`src/rtl/tri_raster_scheduler_pkg.sv`:
```
// Shared types and constants for the triangle raster scheduler.
package tri_raster_scheduler_pkg;

  typedef enum logic [2:0] {
    ST_DRAIN,
    ST_IDLE,
    ST_LAUNCH,
    ST_WAIT_BUSY,
    ST_RUN,
    ST_REPORT
  } state_e;

  // One vertex: {y, x}, each 28.4 fixed point.
  typedef logic [63:0] vertex_t;

  // One rasterized pixel: {y[15:0], x[15:0]}.
  typedef logic [31:0] point_t;

  localparam int SCREEN_WIDTH  = 640;
  localparam int SCREEN_HEIGHT = 480;

endpackage

```
`src/rtl/tri_raster_scheduler_fifo.sv`:
```
// Synchronous command FIFO holding {v1, v2, v3, id} triangle entries.
// The head entry is visible combinationally on o_rdata; occupancy is registered.
module tri_cmd_fifo
  import tri_raster_scheduler_pkg::*;
#(
  parameter int WIDTH = 200,
  parameter int DEPTH = 4
) (
  input  logic                     i_clk,
  input  logic                     i_rst,
  input  logic                     i_push,
  input  logic                     i_pop,
  input  logic [WIDTH-1:0]         i_wdata,
  output logic [WIDTH-1:0]         o_rdata,
  output logic [$clog2(DEPTH):0]   o_level
);

  localparam int AW = $clog2(DEPTH);
  localparam int LW = AW + 1;

  logic [WIDTH-1:0] mem_q [DEPTH];
  logic [AW-1:0]    wr_ptr_q, wr_ptr_d;
  logic [AW-1:0]    rd_ptr_q, rd_ptr_d;
  logic [LW-1:0]    level_q, level_d;

  // Pointer and occupancy update; callers never push when full or pop when empty.
  always_comb begin
    wr_ptr_d = wr_ptr_q + AW'(i_push);
    rd_ptr_d = rd_ptr_q + AW'(i_pop);
    level_d  = level_q + LW'(i_push) - LW'(i_pop);
  end

  // Control state: pointers and occupancy.
  always_ff @(posedge i_clk) begin
    if (i_rst) begin
      wr_ptr_q <= '0;
      rd_ptr_q <= '0;
      level_q  <= '0;
    end else begin
      wr_ptr_q <= wr_ptr_d;
      rd_ptr_q <= rd_ptr_d;
      level_q  <= level_d;
    end
  end

  // Storage array; contents are meaningless while level is zero, so no reset.
  always_ff @(posedge i_clk) begin
    if (i_push) mem_q[wr_ptr_q] <= i_wdata;
  end

  assign o_rdata = mem_q[rd_ptr_q];
  assign o_level = level_q;

endmodule

```
`src/rtl/tri_raster_scheduler.sv`:
```
// Triangle raster scheduler: queues triangle commands, launches them one at a
// time on an external rasterizer, forwards its pixels tagged with the triangle
// id, and reports per-triangle pixel counts with a busy-timeout watchdog.
module tri_raster_scheduler
  import tri_raster_scheduler_pkg::*;
#(
  parameter int QUEUE_DEPTH  = 4,
  parameter int ID_W         = 8,
  parameter int CNT_W        = 20,
  parameter int BUSY_TIMEOUT = 4
) (
  input  logic                         i_clk,
  input  logic                         i_rst,
  input  logic                         i_tri_valid,
  output logic                         o_tri_ready,
  input  logic [63:0]                  i_tri_v1,
  input  logic [63:0]                  i_tri_v2,
  input  logic [63:0]                  i_tri_v3,
  input  logic [ID_W-1:0]              i_tri_id,
  output logic                         o_start,
  output logic [63:0]                  o_v1,
  output logic [63:0]                  o_v2,
  output logic [63:0]                  o_v3,
  input  logic                         i_done,
  input  logic                         i_write,
  input  logic [31:0]                  i_point,
  output logic                         o_pix_valid,
  output logic [31:0]                  o_pix_point,
  output logic [ID_W-1:0]              o_pix_id,
  output logic                         o_tri_done,
  output logic [ID_W-1:0]              o_tri_done_id,
  output logic [CNT_W-1:0]             o_tri_pix_count,
  output logic [$clog2(QUEUE_DEPTH):0] o_level,
  output logic                         o_busy,
  output logic                         o_err
);

  localparam int LVL_W  = $clog2(QUEUE_DEPTH) + 1;
  localparam int FIFO_W = 3 * 64 + ID_W;
  localparam int TMO_W  = $clog2(BUSY_TIMEOUT + 1);

  function automatic logic [CNT_W-1:0] sat_inc(input logic [CNT_W-1:0] v);
    return (v == '1) ? v : v + CNT_W'(1);
  endfunction

  logic              fifo_push, fifo_pop;
  logic [FIFO_W-1:0] fifo_head;
  logic [LVL_W-1:0]  level;
  vertex_t           head_v1, head_v2, head_v3;
  logic [ID_W-1:0]   head_id;
  logic              pix_ok;
  logic [CNT_W-1:0]  cnt_next;

  state_e            state_q, state_d;
  logic              start_q, start_d;
  vertex_t           v1_q, v1_d, v2_q, v2_d, v3_q, v3_d;
  logic [ID_W-1:0]   id_q, id_d;
  logic [CNT_W-1:0]  cnt_q, cnt_d;
  logic [TMO_W-1:0]  tmo_q, tmo_d;
  logic              err_q, err_d;
  logic              done_q, done_d;
  logic [ID_W-1:0]   done_id_q, done_id_d;
  logic [CNT_W-1:0]  done_cnt_q, done_cnt_d;
  logic              pix_valid_q, pix_valid_d;
  point_t            pix_point_q, pix_point_d;
  logic [ID_W-1:0]   pix_id_q, pix_id_d;

  assign o_tri_ready = (level < LVL_W'(QUEUE_DEPTH));
  assign fifo_push   = i_tri_valid && o_tri_ready && !i_rst;
  assign fifo_pop    = (state_q == ST_LAUNCH);

  tri_cmd_fifo #(
    .WIDTH (FIFO_W),
    .DEPTH (QUEUE_DEPTH)
  ) u_fifo (
    .i_clk   (i_clk),
    .i_rst   (i_rst),
    .i_push  (fifo_push),
    .i_pop   (fifo_pop),
    .i_wdata ({i_tri_v1, i_tri_v2, i_tri_v3, i_tri_id}),
    .o_rdata (fifo_head),
    .o_level (level)
  );

  assign head_v1 = fifo_head[FIFO_W-1 -: 64];
  assign head_v2 = fifo_head[FIFO_W-65 -: 64];
  assign head_v3 = fifo_head[ID_W+63 -: 64];
  assign head_id = fifo_head[ID_W-1:0];

  // Pixels only belong to a triangle while the rasterizer may be working on it.
  assign pix_ok = i_write && ((state_q == ST_WAIT_BUSY) || (state_q == ST_RUN));

  // Next-state and next-output logic for the launch/report sequencer.
  always_comb begin
    state_d     = state_q;
    start_d     = 1'b0;
    done_d      = 1'b0;
    v1_d        = v1_q;
    v2_d        = v2_q;
    v3_d        = v3_q;
    id_d        = id_q;
    cnt_d       = cnt_q;
    tmo_d       = tmo_q;
    err_d       = err_q;
    done_id_d   = done_id_q;
    done_cnt_d  = done_cnt_q;
    cnt_next    = pix_ok ? sat_inc(cnt_q) : cnt_q;
    pix_valid_d = pix_ok;
    pix_point_d = pix_ok ? i_point : pix_point_q;
    pix_id_d    = pix_ok ? id_q : pix_id_q;
    case (state_q)
      // Rasterizer has no reset: wait until it reports idle before using it.
      ST_DRAIN: if (i_done) state_d = ST_IDLE;
      ST_IDLE: begin
        if (level != '0) begin
          state_d = ST_LAUNCH;
          start_d = 1'b1;
          v1_d    = head_v1;
          v2_d    = head_v2;
          v3_d    = head_v3;
          id_d    = head_id;
        end
      end
      ST_LAUNCH: begin
        cnt_d   = '0;
        tmo_d   = '0;
        state_d = ST_WAIT_BUSY;
      end
      ST_WAIT_BUSY: begin
        cnt_d = cnt_next;
        if (!i_done) begin
          state_d = ST_RUN;
        end else if (tmo_q == TMO_W'(BUSY_TIMEOUT - 1)) begin
          // Rasterizer never acknowledged the start: report an empty triangle.
          err_d      = 1'b1;
          done_d     = 1'b1;
          done_id_d  = id_q;
          done_cnt_d = '0;
          state_d    = ST_REPORT;
        end else begin
          tmo_d = tmo_q + TMO_W'(1);
        end
      end
      ST_RUN: begin
        cnt_d = cnt_next;
        if (i_done) begin
          done_d     = 1'b1;
          done_id_d  = id_q;
          done_cnt_d = cnt_next;
          state_d    = ST_REPORT;
        end
      end
      ST_REPORT: state_d = ST_IDLE;
      default:   state_d = ST_DRAIN;
    endcase
  end

  // Sequencer state and all registered outputs.
  always_ff @(posedge i_clk) begin
    if (i_rst) begin
      state_q     <= ST_DRAIN;
      start_q     <= 1'b0;
      v1_q        <= '0;
      v2_q        <= '0;
      v3_q        <= '0;
      id_q        <= '0;
      cnt_q       <= '0;
      tmo_q       <= '0;
      err_q       <= 1'b0;
      done_q      <= 1'b0;
      done_id_q   <= '0;
      done_cnt_q  <= '0;
      pix_valid_q <= 1'b0;
      pix_point_q <= '0;
      pix_id_q    <= '0;
    end else begin
      state_q     <= state_d;
      start_q     <= start_d;
      v1_q        <= v1_d;
      v2_q        <= v2_d;
      v3_q        <= v3_d;
      id_q        <= id_d;
      cnt_q       <= cnt_d;
      tmo_q       <= tmo_d;
      err_q       <= err_d;
      done_q      <= done_d;
      done_id_q   <= done_id_d;
      done_cnt_q  <= done_cnt_d;
      pix_valid_q <= pix_valid_d;
      pix_point_q <= pix_point_d;
      pix_id_q    <= pix_id_d;
    end
  end

  assign o_start         = start_q;
  assign o_v1            = v1_q;
  assign o_v2            = v2_q;
  assign o_v3            = v3_q;
  assign o_pix_valid     = pix_valid_q;
  assign o_pix_point     = pix_point_q;
  assign o_pix_id        = pix_id_q;
  assign o_tri_done      = done_q;
  assign o_tri_done_id   = done_id_q;
  assign o_tri_pix_count = done_cnt_q;
  assign o_level         = level;
  assign o_busy          = !((state_q == ST_IDLE) && (level == '0));
  assign o_err           = err_q;

endmodule

```
`config.mk`:
```
export PLATFORM = sky130hd
export DESIGN_NAME = tri_raster_scheduler
export DESIGN_NICKNAME = d
export VERILOG_FILES = /design/src/rtl/tri_raster_scheduler_pkg.sv /design/src/rtl/tri_raster_scheduler_fifo.sv /design/src/rtl/tri_raster_scheduler.sv
export SDC_FILE = /design/constraint.sdc
export NUM_CORES = 1
export LEC_CHECK = 0
export ABC_AREA = 1
export CAP_MARGIN = 20
export CELL_PAD_IN_SITES_DETAIL_PLACEMENT = 0
export CELL_PAD_IN_SITES_GLOBAL_PLACEMENT = 1
export CORE_MARGIN = 1
export CORE_UTILIZATION = 35
export CTS_CLUSTER_SIZE = 14
export DETAILED_ROUTE_END_ITERATION = 10
export PLACE_DENSITY = 0.68
export SETUP_SLACK_MARGIN = 0.15
export SLEW_MARGIN = 20
export SYNTH_ARGS = -nofsm -noshare
export SYNTH_HDL_FRONTEND = slang
export SYNTH_SLANG_ARGS = --single-unit
export TNS_END_PERCENT = 100
```
`constraint.sdc`:
```
create_clock -name i_clk -period 20 [get_ports i_clk]
set_input_delay 6 -clock i_clk [delete_from_list [all_inputs] [get_ports i_clk]]
set_output_delay 6 -clock i_clk [all_outputs]
set_load 0.02 [all_outputs]
```
==> out/metrics.csv, run 1 <==
stage,metric,value,unit
status,status,"finished, final reports clean",
die,initial_core_util,35.5,%
yosys,synth_area,0.0408,sq mm
clock_network,cts_buffer_depth,3,
sta,final-setup-viol-count,0,
clock_network,clk_pin_slew,0.06,ns
global_routing,grt_usage,17.8,%
clock_network,clk_latency,0.70,ns
critical_path,crit_path_end_kind,flop,
sta,period_share,49.3,%
critical_path,path_max_fanout,128,
sta,max_slew.worst_pin.slew,1.05,ns
detailed_routing,finalWirelength,107000,microns
layout,finalInstanceArea,0.0510,sq mm
sta,fin_skew,0.0277,ns
sta,fmax,101,MHz
flow_run,drv_cap,0,
layout,nNetsFinal,4114,
yosys,ys_async_sr_fraction,0,%
detailed_routing,drc,0,
placement,dp_hpwl,61600,microns
critical_path,crit_top_cell,buf_4,
global_routing,grt_pass1_vias,25400,
clock_network,htreeDepth,3,
power,finalPower,5.86,mW
global_routing,grt_pass1_wl,159000,microns
critical_path,rr_worst_depth,9,
worst_hold_path,min_from,o_err$_SDFFE_PP0P_,
sta,drv_slew,0,
worst_hold_path,hold_class,flop to flop,
sta,holdWs,0.455,ns
clock_network,cts_tree,done,
critical_path,path_cells,buf_2 > buf_4 > inv_8 > nand3_1 > nor3_2 > buf_4 > buf_4 > buf_4,
layout,drive_above_1_share,6.50,%
die,rows,124,
detailed_routing,via_per_inst,4.84,
critical_path,path_class,primary input to flop,
yosys,ys_seq_area_share,73.8,%
critical_path,cp.required,20.32,ns
yosys,syn-num-nets,3683,
detailed_routing,first_iter_violations,1443,
critical_path,regToRegEndpoint,o_v3[24]$_SDFFE_PP0P_,
worst_hold_path,holdPathEnd,o_err$_SDFFE_PP0P_,
placement,io_buffers,505,
critical_path,cp.arrival,10.18,ns
clock_network,postCtsSetupBuffers,0,
detailed_routing,wl_per_cell,19.5,microns
die,die_y,344,microns
yosys,synth_cell_type_count,37,
placement,gp_congestion,0.758,
die,core,0.115,sq mm
detailed_routing,vias,26500,
die,io_pins,506,
die,die_w,344,microns
critical_path,cpMaxStageDelayCell,buf_4,
clock_network,ctsRootBufferMaster,clkbuf_16,
clock_network,clock-sinks,1105,
power,ir_drop,0.0727,mV
layout,area_growth,24.9,%
critical_path,worstReg2RegStart,state_q[0]$_SDFFE_PP0P_,
yosys,syn_area_per_cell,11.9,sq um
detailed_routing,first_pass_iters,5,
worst_hold_path,hold_path_depth,2,
critical_path,path_delay_family,buffers and inverters,
sta,slew-limit-headroom,29.7,%
yosys,synth-edff-count,800,
clock_network,cts-resized-gates,0,
sta,finalHoldViolations,0,
clock_network,numCtsBuffers,115,
yosys,yosys_warnings,0,
sta,grt_setup_unrepaired,no,
critical_path,r2r_slack,16.11,ns
detailed_routing,drtAntennaViolNets,0,
placement,placed_area,0.0470,sq mm
sta,fin_crit,9.86,ns
critical_path,critPathMaxStageDelay,0.86,ns
global_routing,grt_overflow,0,
clock_network,hold_buffers,0,
power,p_per_area,115,mW/mm^2
global_routing,grt_max_degree,138,
global_routing,antenna_found_initial,14,
yosys,synth_cells,3438,
yosys,ys_ff_latch,1105,
critical_path,start_kind,primary input,
yosys,synthFlopType,edfxtp_1,
die,dieArea,0.118,sq mm
power,p_leak,17.2,nW
critical_path,path_buf_inv,6,
==> registers in the layout, indices dropped and copies added (netlist names), 8 cells and up <==
| name | flops |
|---|---|
| o_pix_id | 8 |
| o_tri_pix_count | 20 |
| o_pix_point | 32 |
| id_q | 8 |
| o_v2 | 64 |
| o_v1 | 64 |
| o_v3 | 64 |
| u_fifo.mem_q | 800 |
| o_tri_done_id | 8 |
| cnt_q | 20 |
==> placed cells by master, fill, tap and decap left out, types with 2 or more instances in the layout <==
cell type and count:
nor2_1 926, edfxtp_1 800, o21ai_0 539, clkdlybuf4s50_1 504
dfxtp_1 303, a31oi_1 199, clkbuf_16 116, o21ai_1 111
nand2_1 107, nand3_1 66, inv_1 46, a21oi_1 46
buf_4 39, clkbuf_8 25, clkinv_2 24, clkinv_1 16
clkbuf_1 16, bufinv_16 11, nor2_2 7, ha_1 7
xor2_1 6, inv_2 5, nand4_1 5, inv_6 5
nor3_2 4, nand2_2 4, xnor2_1 4, nor3_1 3
inv_8 3, or2_1 3, nand3_2 2, clkinv_16 2
clkinvlp_4 2, dfxtp_4 2
==> report_power, final <==
group          switching [mW]  total [mW]  internal [mW]
combinational           0.567       0.918          0.351
clock                   0.889        2.19           1.30
sequential              0.101        2.75           2.65
==> synth_stat cells, types with 3 or more instances <==
cell / number / area share, %
a21oi_1: 46 / 0.56
a31oi_1: 199 / 3.0
buf_1: 4 / 0.037
buf_2: 76 / 0.93
buf_4: 11 / 0.20
buf_6: 14 / 0.39
clkbuf_1: 122 / 1.1
clkbuf_2: 3 / 0.037
dfxtp_1: 305 / 15
edfxtp_1: 800 / 59
ha_1: 7 / 0.21
inv_1: 47 / 0.43
inv_2: 6 / 0.055
nand2_1: 107 / 0.98
nand2_2: 4 / 0.061
nand3_1: 66 / 0.81
nand4_1: 5 / 0.077
nor2_1: 928 / 8.5
nor2_2: 5 / 0.077
nor3_1: 7 / 0.086
o21ai_0: 539 / 6.6
o21ai_1: 111 / 1.4
or2_1: 3 / 0.046
xnor2_1: 4 / 0.086
xor2_1: 6 / 0.13
==> routing by layer <==
metal  wire [microns]  share of wire, %  track usage [%]
met2            53600                50             30.9
met5              177              0.17                0
met3             6290               5.9             4.46
met1            44800                42             22.0
met4             2280               2.1             4.53
==> worst max-delay path by stage <==
stage | to | depth (start not counted) | start | slack (ns)
after global placement | u_fifo.mem_q[3][94]$_DFFE_PP_ | 8 | i_rst | 9.24
after detailed placement | u_fifo.mem_q[3][102]$_DFFE_PP_ | 8 | i_rst | 9.27
final | u_fifo.mem_q[3][133]$_DFFE_PP_ | 8 | i_rst | 10.14
after floorplan | u_fifo.mem_q[0][0]$_DFFE_PP_ | 5 | i_rst | -1.11
after CTS | u_fifo.mem_q[3][102]$_DFFE_PP_ | 8 | i_rst | 10.04
after global routing | u_fifo.mem_q[3][133]$_DFFE_PP_ | 8 | i_rst | 9.82
==> worst register-to-register path: stages (launching register included) <==
cell     delay, ns
dfxtp_1       0.40
inv_2         0.05
nor2_2        0.10
nand2_1       0.14
a21oi_4       0.44
buf_4         0.65
buf_4         0.83
buf_4         0.80
o21ai_0       0.23
a31oi_1       0.18
==> cell type report <==
class | instances | area, sq um
clock inverters | 63 | 674
inverters | 54 | 225
repair buffers | 544 | 5340
clock buffers | 157 | 3310
fillers | 10400 | 64000
flip-flops and latches | 1105 | 30100
multi-input cells | 2049 | 9420
diodes | 1 | 2.50
well taps | 1512 | 1890
==> logic make-up (layout without fill, tap and decap cells) <==
logic type               count (synthesis)  count (layout)  share of synthesized area, %
AO/OA/AOI/OAI                          901             901                          11.7
XOR/XNOR                                10              10                         0.214
adder cells (fa/ha/maj)                  8               8                         0.263
buffers and inverters                  284             818                          3.21
flip-flops                            1105            1105                          73.8
other                                    0               1                             0
AND/OR/NAND/NOR                       1130            1130                          10.8
==> through the flow <==
| step | setup TNS, ns | setup WS, ns | instances | utilization (%) |
|---|---|---|---|---|
| after global placement | 0 | 9.24 | 5264 | 40.9 |
| after floorplan | -886.66 | -1.11 | 3438 | - |
| after CTS | 0 | 10.04 | 5484 | 44.4 |
| after global routing | 0 | 9.82 | 5485 | 44.4 |
| final | 0 | 10.14 | 5485 | 44.4 |
| after detailed placement | 0 | 9.27 | 5264 | 40.9 |
Note: power is estimated with default switching activity, not from simulation.
==> run 2, diff against run 1 <==
==> constraint.sdc (replaced) <==
create_clock -name i_clk -period 7.92 [get_ports i_clk]
set_input_delay 2.376 -clock i_clk [delete_from_list [all_inputs] [get_ports i_clk]]
set_output_delay 2.376 -clock i_clk [all_outputs]
set_load 0.02 [all_outputs]
==> out/metrics.csv, run 2 (synthesis gave the netlist of run 1 again) <==
stage,metric,value,unit
clock_network,clk_latency,0.70,ns
sta,holdWs,0.460,ns
sta,slew-limit-headroom,21.9,%
sta,fmax,219,MHz
critical_path,rr_worst_depth,5,
die,initial_core_util,35.5,%
clock_network,cts_buffer_depth,3,
critical_path,cp.required,8.28,ns
detailed_routing,via_per_inst,4.85,
layout,multi_input_area,0.00946,sq mm
power,intPower,11.1,mW
worst_hold_path,hold_class,flop to flop,
global_routing,antenna_found_initial,24,
placement,dp_hpwl,59100,microns
power,pwr-share-seq,46.2,%
power,p_sw,3.94,mW
layout,finalInstanceArea,0.0514,sq mm
sta,fin_skew,0.0163,ns
worst_hold_path,min_from,o_err$_SDFFE_PP0P_,
power,ir_drop,0.198,mV
critical_path,start_kind,primary input,
critical_path,cp-endpoint,u_fifo.mem_q[0][67]$_DFFE_PP_,
placement,gp_congestion,0.773,
layout,final_common_cell,nor2_1,
detailed_routing,drc,0,
clock_network,clk_pin_slew,0.06,ns
global_routing,grt_pass1_wl,159000,microns
power,p_leak,17.3,nW
die,io_pins,506,
flow_run,drv_cap,0,
global_routing,grt_max_degree,239,
layout,fin_cells,5489,
clock_network,cts_tree,done,
placement,placed_area,0.0472,sq mm
sta,setup_tns,0,ns
status,status,"finished, final reports clean",
sta,period_share,57.7,%
sta,final-setup-viol-count,0,
layout,largest_register,u_fifo.mem_q,
layout,layout.area.seq,0.0301,sq mm
sta,max_slew.worst_pin.slew,1.17,ns
clock_network,numCtsBuffers,114,
power,power_frac_clock,38.2,%
die,dieArea,0.118,sq mm
detailed_routing,first_pass_iters,5,
detailed_routing,wl_per_cell,19.6,microns
clock_network,cts-resized-gates,0,
clock_network,clock-sinks,1105,
global_routing,grt_overflow,0,
critical_path,regToRegEndpoint,o_v2[33]$_SDFFE_PP0P_,
critical_path,cp.arrival,4.92,ns
layout,nNetsFinal,4109,
critical_path,worstSetupStartpoint,i_rst,
layout,area_growth,25.8,%
critical_path,crit_path_end_kind,flop,
clock_network,postCtsSetupBuffers,0,
power,switching_share,26.2,%
die,core,0.115,sq mm
detailed_routing,vias,26600,
clock_network,hold_buffers,0,
critical_path,r2r_slack,4.96,ns
sta,grt_setup_unrepaired,no,
placement,io_buffers,505,
critical_path,path_max_fanout,185,
detailed_routing,drtAntennaViolNets,0,
layout,fin_util,44.7,%
critical_path,worstReg2RegStart,u_fifo.rd_ptr_q[0]$_SDFF_PP0_,
die,rows,124,
layout,final_cell_mix,"926 x nor2_1, 800 x edfxtp_1, 539 x o21ai_0",
detailed_routing,first_iter_violations,1509,
sta,drv_slew,0,
global_routing,grt_pass1_vias,25400,
global_routing,grt_usage,17.7,%
power,power_frac_comb,15.6,%
clock_network,ctsRootBufferMaster,clkbuf_16,
detailed_routing,finalWirelength,107000,microns
clock_network,htreeDepth,3,
layout,largest_reg_flops,800,
die,die_w,344,microns
die,die_y,344,microns
sta,finalHoldViolations,0,
critical_path,path_class,primary input to flop,
layout,n_fill_cell,10500,
layout,drive_above_1_share,6.56,%
placement,dp.cells,5259,
sta,fin_crit,4.57,ns
power,p_per_area,292,mW/mm^2
-- run 2: cell count changes in the layout (fill, tap and decap cells not counted), sizes merged --
cell | previous run | this run
diode | 1 | 12
buf | 40 | 36
clkinvlp | 2 | 5
bufinv | 11 | 16
clkbuf | 157 | 158
inv | 60 | 57
clkinv | 44 | 35
-- run 2: final cells by class --
type / instances / share of cell area (%)
Inverter: 54 / 0.448
Antenna cell: 12 / 0.0585
Tap cell: 1512 / 3.68
Timing Repair Buffer: 540 / 10.7
Sequential cell: 1105 / 58.7
Clock buffer: 158 / 6.53
Clock inverter: 59 / 1.46
Multi-Input combinational cell: 2049 / 18.4
-- run 2: per-layer routing --
metal | global-route usage (%) | wire length (microns)
met4 | 6.11 | 2880
met5 | 0 | 165
met3 | 5.00 | 6900
met2 | 28.9 | 51400
met1 | 22.5 | 46100
-- run 2: worst min path at each step --
stage / end / slack, ns / cells past startpoint
finish: o_err$_SDFFE_PP0P_ / 0.46 / 2
global route: o_err$_SDFFE_PP0P_ / 0.48 / 2
CTS: o_err$_SDFFE_PP0P_ / 0.46 / 2
detailed placement: o_err$_SDFFE_PP0P_ / 0.45 / 2
global placement: o_err$_SDFFE_PP0P_ / 0.44 / 2
floorplan: tmo_q[2]$_SDFFE_PP0P_ / 0.45 / 2
-- run 2: critical path, cell delays in order --
cell and delay, ns:
buf_2 0.15, clkinv_8 0.42, nand3_4 0.25, nor3_4 0.79, buf_4 0.40, buf_4 0.38
-- run 2: per-stage QoR --
step	power [mW]	worst slack, ns
after global routing	15.6	3.12
after CTS	15.2	3.22
after detailed placement	9.42	2.46
after floorplan	8.33	-0.148
after global placement	9.41	2.54
final	15.0	3.35
-- run 2: power by group through the flow --
stage	combinational (mW)	clock (mW)	sequential [mW]
2_1_floorplan	0.992	0	7.33
3_3_place_gp	2.36	0	7.05
3_5_place_dp	2.37	0	7.05
4_1_cts	2.38	5.88	6.93
5_1_grt	2.56	6.09	6.98
6_report	2.34	5.73	6.93
